`config.mk`:
```
export PLATFORM = sky130hd
export DESIGN_NAME = gpu_cmd_transmitter
export DESIGN_NICKNAME = d
export VERILOG_FILES = /design/src/rtl/gpu_cmd_transmitter.sv
export SDC_FILE = /design/constraint.sdc
export NUM_CORES = 1
export LEC_CHECK = 0
export ABC_AREA = 1
export CAP_MARGIN = 15
export CORE_MARGIN = 2
export CORE_UTILIZATION = 30
export DETAILED_ROUTE_END_ITERATION = 7
export DONT_BUFFER_PORTS = 1
export SLEW_MARGIN = 0
export SYNTH_ARGS = -nofsm -noshare
export SYNTH_HDL_FRONTEND = slang
export SYNTH_SLANG_ARGS = --single-unit
```
`constraint.sdc`:
```
create_clock -name gpuClock -period 1.94 [get_ports gpuClock]
set_clock_uncertainty 0.05 [all_clocks]
set_input_delay 0.194 -clock gpuClock [delete_from_list [all_inputs] [get_ports gpuClock]]
set_output_delay 0.194 -clock gpuClock [all_outputs]
set_load 0.05 [all_outputs]
```
`src/rtl/gpu_cmd_transmitter.sv`:
```
// Host-side master for the GPU 16-bit parallel command bus: serialises command/data words
// onto cmd_data with a divided cmd_clk, honours RDY/#BSY, and turns the bus around for reads.
module gpu_cmd_transmitter #(
    parameter int CLK_DIV       = 4,
    parameter int READY_TIMEOUT = 1024
) (
    input  logic        gpuClock,
    input  logic        reset,
    input  logic        req_valid,
    output logic        req_ready,
    input  logic        req_read,
    input  logic [15:0] req_command,
    input  logic [15:0] req_data,
    output logic        rsp_valid,
    output logic [15:0] rsp_data,
    output logic        timeout_err,
    output logic        busy,
    output logic        cmd_clk,
    output logic        cmd_outputEnable,
    output logic [15:0] cmd_data_out,
    output logic        cmd_data_oe,
    input  logic [15:0] cmd_data_in,
    input  logic        cmd_readyBusy
);

    localparam int DIV_W = $clog2(CLK_DIV);
    localparam int TO_W  = $clog2(READY_TIMEOUT + 1);
    localparam logic [DIV_W-1:0] DIV_LAST = DIV_W'(CLK_DIV - 1);
    localparam logic [TO_W-1:0]  TO_LAST  = TO_W'(READY_TIMEOUT - 1);

    typedef enum logic [3:0] {
        S_IDLE,
        S_WAIT_RDY,
        S_CMD_LO,
        S_CMD_HI,
        S_DAT_LO,
        S_DAT_HI,
        S_TURN,
        S_RD_LO,
        S_RD_HI,
        S_RECOVER
    } state_t;

    state_t             r_state;
    state_t             w_state_nxt;
    logic               r_rdy_meta;
    logic               r_rdy_s;
    logic [DIV_W-1:0]   r_div_cnt;
    logic [TO_W-1:0]    r_to_cnt;
    logic [15:0]        r_cmd;
    logic [15:0]        r_data;
    logic               r_read;
    logic               r_cmd_clk;
    logic               r_oe;
    logic               r_out_en;
    logic [15:0]        r_data_out;
    logic               r_rsp_valid;
    logic [15:0]        r_rsp_data;
    logic               r_timeout;
    logic               w_accept;
    logic               w_div_done;
    logic               w_timeout;
    logic               w_rd_sample;

    // Handshake: a request transfers on any gpuClock edge where req_valid && req_ready;
    // req_ready is high only in IDLE with reset released, and req_valid may be held across.
    assign req_ready   = (r_state == S_IDLE) && reset;
    assign w_accept    = req_valid && req_ready;
    assign w_div_done  = (r_div_cnt == DIV_LAST);
    assign w_timeout   = (r_state == S_WAIT_RDY) && !r_rdy_s && (r_to_cnt == TO_LAST);
    assign w_rd_sample = (r_state == S_RD_HI) && w_div_done;

    always_comb begin
        w_state_nxt = r_state;
        case (r_state)
            S_IDLE:     if (w_accept) w_state_nxt = S_WAIT_RDY;
            S_WAIT_RDY: begin
                if (r_rdy_s)        w_state_nxt = S_CMD_LO;
                else if (w_timeout) w_state_nxt = S_IDLE;
            end
            S_CMD_LO:   if (w_div_done) w_state_nxt = S_CMD_HI;
            S_CMD_HI:   if (w_div_done) w_state_nxt = r_read ? S_TURN : S_DAT_LO;
            S_DAT_LO:   if (w_div_done) w_state_nxt = S_DAT_HI;
            S_DAT_HI:   if (w_div_done) w_state_nxt = S_IDLE;
            S_TURN:     if (w_div_done) w_state_nxt = S_RD_LO;
            S_RD_LO:    if (w_div_done) w_state_nxt = S_RD_HI;
            S_RD_HI:    if (w_div_done) w_state_nxt = S_RECOVER;
            S_RECOVER:  if (w_div_done) w_state_nxt = S_IDLE;
            default:    w_state_nxt = S_IDLE;
        endcase
    end

    // Pin outputs are registered from the next state so they line up exactly with the state.
    always_ff @(posedge gpuClock) begin
        if (!reset) begin
            r_state     <= S_IDLE;
            r_rdy_meta  <= 1'b0;
            r_rdy_s     <= 1'b0;
            r_div_cnt   <= '0;
            r_to_cnt    <= '0;
            r_cmd       <= '0;
            r_data      <= '0;
            r_read      <= 1'b0;
            r_cmd_clk   <= 1'b0;
            r_oe        <= 1'b0;
            r_out_en    <= 1'b0;
            r_data_out  <= '0;
            r_rsp_valid <= 1'b0;
            r_rsp_data  <= '0;
            r_timeout   <= 1'b0;
        end else begin
            r_rdy_meta <= cmd_readyBusy;
            r_rdy_s    <= r_rdy_meta;
            r_state    <= w_state_nxt;

            if (w_state_nxt != r_state) r_div_cnt <= '0;
            else                        r_div_cnt <= r_div_cnt + 1'b1;

            if (r_state != S_WAIT_RDY) r_to_cnt <= '0;
            else                       r_to_cnt <= r_to_cnt + 1'b1;

            if (w_accept) begin
                r_cmd  <= req_command;
                r_data <= req_data;
                r_read <= req_read;
            end

            r_cmd_clk <= w_state_nxt inside {S_CMD_HI, S_DAT_HI, S_RD_HI};
            r_oe      <= w_state_nxt inside {S_CMD_LO, S_CMD_HI, S_DAT_LO, S_DAT_HI};
            r_out_en  <= w_state_nxt inside {S_TURN, S_RD_LO, S_RD_HI};

            // Drive value only moves on LO entry, so it is stable across each LO+HI pair.
            if (r_state == S_WAIT_RDY && w_state_nxt == S_CMD_LO) r_data_out <= r_cmd;
            if (r_state == S_CMD_HI && w_state_nxt == S_DAT_LO)   r_data_out <= r_data;

            r_rsp_valid <= w_rd_sample;
            if (w_rd_sample) r_rsp_data <= cmd_data_in;
            r_timeout <= w_timeout;
        end
    end

    assign busy             = (r_state != S_IDLE);
    assign cmd_clk          = r_cmd_clk;
    assign cmd_data_oe      = r_oe;
    assign cmd_outputEnable = r_out_en;
    assign cmd_data_out     = r_data_out;
    assign rsp_valid        = r_rsp_valid;
    assign rsp_data         = r_rsp_data;
    assign timeout_err      = r_timeout;

endmodule

```
* Yosys cells after proc, flatten, opt, wreduce, memory -nomap -nowiden
Index checks and enable logic that the tools add are counted.
Storage, ports and cells: ROM bits 0, input port bits 53, memories kept 0, bits in writable memories 0, output and inout port bits 39, bits in latches 0, logic and storage cells 69, register bits after elaboration 89
Operators by class: add/sub/neg operators 2, shifts and indexed selects 0, reductions and logical operators 17, divide/modulo/power cells 0, mux-type cells 14, $lt $le $gt $ge 0, eq/ne operators 20, multiply operators 0, bitwise operators 1
Operators by type and width (number):
- $mux W4 | 10
- $pmux W4 S9 | 1
- $eq A4 B3 Y1 const B | 8
- $mux W16 | 2
- $eq A4 B2 Y1 const B | 4
- $eq A4 B4 Y1 const B | 3
- $add A11 B1 Y11 const B | 1
- $eq A11 B10 Y1 const B | 1
- $reduce_bool A4 Y1 | 2
- $logic_and A1 B1 Y1 | 7
- $reduce_bool A3 Y1 | 2
- $reduce_or A2 Y1 | 3
- $eq A4 B1 Y1 const B | 1
- $logic_not A4 Y1 | 1
- $ne A4 B1 Y1 const B | 1
- $ne A4 B4 Y1 | 1
- $add A2 B1 Y2 const B | 1
- $eq A2 B2 Y1 const B | 1
- $mux W2 | 1
- $reduce_bool A2 Y1 | 1
- $logic_not A1 Y1 | 1
- $not A1 Y1 | 1

* Logic depth before layout (Yosys ltp)
word-level depth 10, gate-level depth with buffers 13, gate-level depth less buffers 12

* Worst setup path after synthesis
No wires, ideal clock.
kind flip-flop to flip-flop, start register r_div_cnt[0], end register r_data_out[10], in the netlist cmd_data_out[10], path slack 173 ps, required time 1758 ps, library setup time 132 ps, data arrival time 1585 ps, buffers on the path 2, stages on the path, launching flop included 12, path through dfxtp_1 ha_1 buf_2 nand3_1 nand2_1 nor2_1 nand3_2 nor2_4 buf_4 nand4_1 nand2_1 a21oi_1
On the way: longest elaborated chain between the ends 6, elaborated cells on any way between the ends 15
RTL lines:
- start: declaration | RTL line 48 | logic [DIV_W-1:0] r_div_cnt;
- start signal: assignment | RTL line 117 | else r_div_cnt <= r_div_cnt + 1'b1;
- $eq A2 B2 Y1 * | RTL line 69 | assign w_div_done = (r_div_cnt == DIV_LAST);
- $mux W4 (tied with other cells) | RTL line 84, 88
- $pmux W4 S9 * | RTL line 75 | case (r_state)
- $eq A4 B3 Y1 or $eq A4 B2 Y1 (tied branches) | RTL line 134, 133
- $logic_and A1 B1 Y1 (on tied branches) | RTL line 134, 133
- $mux W16 or $reduce_bool A2 Y1 (tied branches)
- end signal: assignment | RTL line 133 | if (r_state == S_WAIT_RDY && w_state_nxt == S_CMD_LO) r_data_out <= r_cmd;
- end signal: assignment | RTL line 134 | if (r_state == S_CMD_HI && w_state_nxt == S_DAT_LO) r_data_out <= r_data;
- end: declaration | RTL line 56 | logic [15:0] r_data_out;
Every way passes the cells marked *; elsewhere a longest branch is shown, timed or not. A chain may end at the register's enable or synchronous reset.

* Worst setup path in the final report
start register r_to_cnt[0], end register r_data_out[8], in the netlist cmd_data_out[8]
On the way: longest elaborated chain between the ends 8, elaborated cells on any way between the ends 11
RTL lines:
- start: declaration | RTL line 49 | logic [TO_W-1:0] r_to_cnt;
- start signal: assignment | RTL line 120 | else r_to_cnt <= r_to_cnt + 1'b1;
- $eq A11 B10 Y1 * | RTL line 70 | assign w_timeout = (r_state == S_WAIT_RDY) && !r_rdy_s && (r_to_cnt == TO_LAST);
- $logic_and A1 B1 Y1 * | RTL line 70
- $mux W4 * | RTL line 79 | else if (w_timeout) w_state_nxt = S_IDLE;
- $mux W4 * | RTL line 78 | if (r_rdy_s) w_state_nxt = S_CMD_LO;
- $pmux W4 S9 * | RTL line 75
- $eq A4 B3 Y1 or $eq A4 B2 Y1 (tied branches) | RTL line 134, 133
- $logic_and A1 B1 Y1 (on tied branches) | RTL line 134, 133
- $mux W16 or $reduce_bool A2 Y1 (tied branches)
Marked as above.

==> results.sh <==
export IMPL_crit_path_start_kind="flip-flop"
export IMPL_floorplan_core_area_um2=12060
export IMPL_fmaxAchievable_mhz=542.0
export IMPL_synth_adder_area_share=0.006736
export IMPL_remaining_global_route_overflow=0
export IMPL_worst_slew_pin_transition_ps=550.2
export IMPL_avgRoutedWirePerCell_um=13.51
export IMPL_pin_count=92
export IMPL_cts_made_buffers=9
export IMPL_synth_cells=505
export IMPL_ys_top_cells_by_count="sky130_fd_sc_hd__nand2_1, sky130_fd_sc_hd__dfxtp_1, sky130_fd_sc_hd__a21oi_1"
export IMPL_synth_edf_count=0
export IMPL_p_leak_nw=1.980
export IMPL_timing_critical_path_required_ps=2160
export IMPL_numClockSinks=89
export IMPL_synth_compound_area_frac=0.1098
export IMPL_final_core_utilization=0.4060
export IMPL_drv_slew=0
export IMPL_synth_area_leaders="sky130_fd_sc_hd__dfxtp_1, sky130_fd_sc_hd__nand2_1, sky130_fd_sc_hd__a21oi_1"
export IMPL_die_area_um2=13290
export IMPL_maxCapViolCount=0
export IMPL_cellInternalPower_w=0.003038
export IMPL_total_instance_count_after_detailed_placement=672
export IMPL_powerDensity_nw_per_um2=812.9
export IMPL_global_route_wire_length_before_repair_um=15300
export IMPL_grt_max_degree=50
export IMPL_die_height_um=115.3
export IMPL_initialDrtViolationCount=159
export IMPL_ys_flop_type="sky130_fd_sc_hd__dfxtp_1"
export IMPL_avgSynthCellArea_um2=7.356
export IMPL_diodes=0
export IMPL_timing_critical_path_max_delay_family="simple AND/OR/NAND/NOR gates"
export IMPL_cp_cell_sequence="ha_4, nand2_2, nor2_4, nand3_2, nand2_2, nand2_2, nor2_4, nand4_4, clkbuf_16, nand2_1, nand2_1, a21oi_1"
export IMPL_syn_nets=560
export IMPL_yosysTopAreaCellShare=0.4796
export IMPL_clock_tree_from_tritoncts="built"
export IMPL_synth_seq_area_share=0.4796
export IMPL_post_route_period_util=0.9510
export IMPL_num_nets_final=618
export IMPL_clk_insertion_delay_late_ps=340
export IMPL_post_route_antenna_net_violation_count=0
export IMPL_crit_slowest_cell="sky130_fd_sc_hd__dfxtp_2"
export IMPL_synth_simple_gate_area_frac=0.3270
export IMPL_synth_top_cell_by_area="sky130_fd_sc_hd__dfxtp_1"
export IMPL_max_slew_margin=0.6327
export IMPL_power_switching_fraction=0.2367
export IMPL_synthesis_area_um2=3715
export IMPL_chipWidth_um=115.3
export IMPL_total_buffers_and_inverters_traversed_by_the_critical_path=1
export IMPL_critical_path_endpoint_type="flip-flop"
export IMPL_p_sw_w=0.0009423
export IMPL_cts_path_max_buffers=2
export IMPL_grt_use_total=0.1467
export IMPL_dp_hpwl_um=6630
export IMPL_drive_above_1_share=0.1499
export IMPL_sum_neg_setup_slack_ps=0
export IMPL_worst_hold_path_type="in -> reg"
export IMPL_cts_root_buffer_cell="sky130_fd_sc_hd__clkbuf_16"
export IMPL_synthToLayoutAreaGrowth_pct=31.83
export IMPL_mux_cell_area_share_after_synthesis=0
export IMPL_worst_path_most_repeated_cell="sky130_fd_sc_hd__nand2_2"
export IMPL_grt_pass1_vias=3252
export IMPL_starting_density=0.3080
export IMPL_vdd_ir_drop_max_mv=0.5558
export IMPL_num_vias=3484
export IMPL_status="completed"
export IMPL_cell_row_count=40
export IMPL_worst_hold_slack_ps=6.803
export IMPL_routed_via_density=4.740
export IMPL_routed_wirelength_um=9927
export IMPL_synth_async_sr_flop_share=0
export IMPL_grt_antenna_before_repair=0
export IMPL_drt_drc_violations_left=0
export IMPL_post_synth_xor_area_fraction=0.002358
export IMPL_critical_path_max_stage_delay_ps=360
export IMPL_cts_htree_levels=3
export IMPL_synth_warnings=0
export IMPL_timing_critical_path_fanout_max=8
export IMPL_setup_worst_path_class="reg -> reg"
export IMPL_place_congestion=0.8536
export IMPL_synth_most_common_cell="sky130_fd_sc_hd__nand2_1"
export IMPL_layoutNonFillerInstCount=735
export IMPL_clkPwrFrac=0.428
export IMPL_placement_setup_worst_slack_ps=-9.306
export IMPL_fin_crit_ps=1845
export IMPL_worst_slack_ps=95.07
export IMPL_port_buffer_count=0
export IMPL_finalHoldViolations=0
export IMPL_finalSetupViolCount=0
export IMPL_comb_power_share=0.086
export IMPL_drt_pre_antenna_iters=4
export IMPL_clkSlewWorstSetupHoldPaths_ps=70
export IMPL_synth_top_family_by_area="simple AND/OR/NAND/NOR gates"
export IMPL_synth_lib_cells_used_distinct=27
export IMPL_share_seq_of_total_power=0.486
export IMPL_cp_data_arrival_time_ps=2060
export IMPL_synth_ff_latch_count=89
## layer usage
layer,track usage,part of all wire,vias to the layer above
li1,-,-,1775
met3,0.05008,0.065,14
met5,0,0,-
met2,0.2580,0.50,102
met4,0.04739,0.013,0
met1,0.1670,0.42,1593
## through the flow
| stage | power (W) | cell area, µm² |
|---|---|---|
| 2_1_floorplan | 0.002155 | 3715 |
| 3_3_place_gp | 0.002217 | 4030 |
| 3_5_place_dp | 0.002222 | 4030 |
| 4_1_cts | 0.004005 | 4731 |
| 5_1_grt | 0.004152 | 4897 |
| 6_report | 0.003981 | 4897 |
## cell families (layout without fill, tap and decap cells)
group / count (synthesis) / count (layout)
xor+xnor: 1 / 1
compound gates: 80 / 80
fa+ha+maj: 2 / 2
buf+inv: 69 / 131
flops: 89 / 89
simple gates: 264 / 264
## worst paths after layout
kind                                        startpoint                      endpoint  slack [ps]  cells after the start
worst max-delay path            r_to_cnt[0]$_SDFF_PP0_  cmd_data_out[8]$_SDFFE_PN0P_         100                     12
worst min-delay path                      req_data[11]       r_data[11]$_SDFFE_PN0P_           7                      2
worst max register to register  r_to_cnt[0]$_SDFF_PP0_  cmd_data_out[8]$_SDFFE_PN0P_         100                     12
worst min register to register   r_rdy_meta$_SDFF_PN0_            r_rdy_s$_SDFF_PN0_         390                      2
## registers in the layout (all words and copies together) (netlist names), 2 cells and up
register      count
cmd_data_out     16
r_cmd            16
r_data           16
r_div_cnt         2
r_state           4
r_to_cnt         11
rsp_data         16
## layout make-up
cell class	count	area, µm²
Clock buffer	11	232.7
Clock inverter	4	55.05
Fill cell	1232	7164
Inverter	41	157.7
Multi-Input combinational cell	347	1722
Sequential cell	89	1787
Tap cell	168	210.2
Timing Repair Buffer	75	733.2
## cells in the final DEF (no fill, tap or decap), types with 6 or more instances in the layout
cell type	instances
sky130_fd_sc_hd__dfxtp_1	85
sky130_fd_sc_hd__nand2_1	135
sky130_fd_sc_hd__a21oi_1	53
sky130_fd_sc_hd__o21ai_0	21
sky130_fd_sc_hd__nor2_1	25
sky130_fd_sc_hd__nand3_1	54
sky130_fd_sc_hd__clkbuf_16	11
sky130_fd_sc_hd__nand3_2	6
sky130_fd_sc_hd__buf_4	31
sky130_fd_sc_hd__dlygate4sd3_1	39
sky130_fd_sc_hd__nand4_1	22
sky130_fd_sc_hd__inv_1	35
## power groups by stage
stage / sequential [W] / combinational (W) / clock, W
global placement: 0.00197 / 0.000244 / 0
global route: 0.00194 / 0.000382 / 0.00183
floorplan: 0.00197 / 0.000188 / 0
CTS: 0.00193 / 0.000327 / 0.00175
finish: 0.00194 / 0.000343 / 0.00170
detailed placement: 0.00197 / 0.000248 / 0
## timing repair
| item | CTS | global route |
|---|---|---|
| setup endpoints to repair | 10 | 19 |
| gates resized for setup | 1 | 18 |
| endpoints found under the hold margin | 52 | 0 |
| buffers inserted | 0 | 6 |
| hold buffers | 40 | 0 |
| pin swaps | 0 | 8 |
| gates cloned | 0 | 2 |
Power figures use the tool's default switching activity.
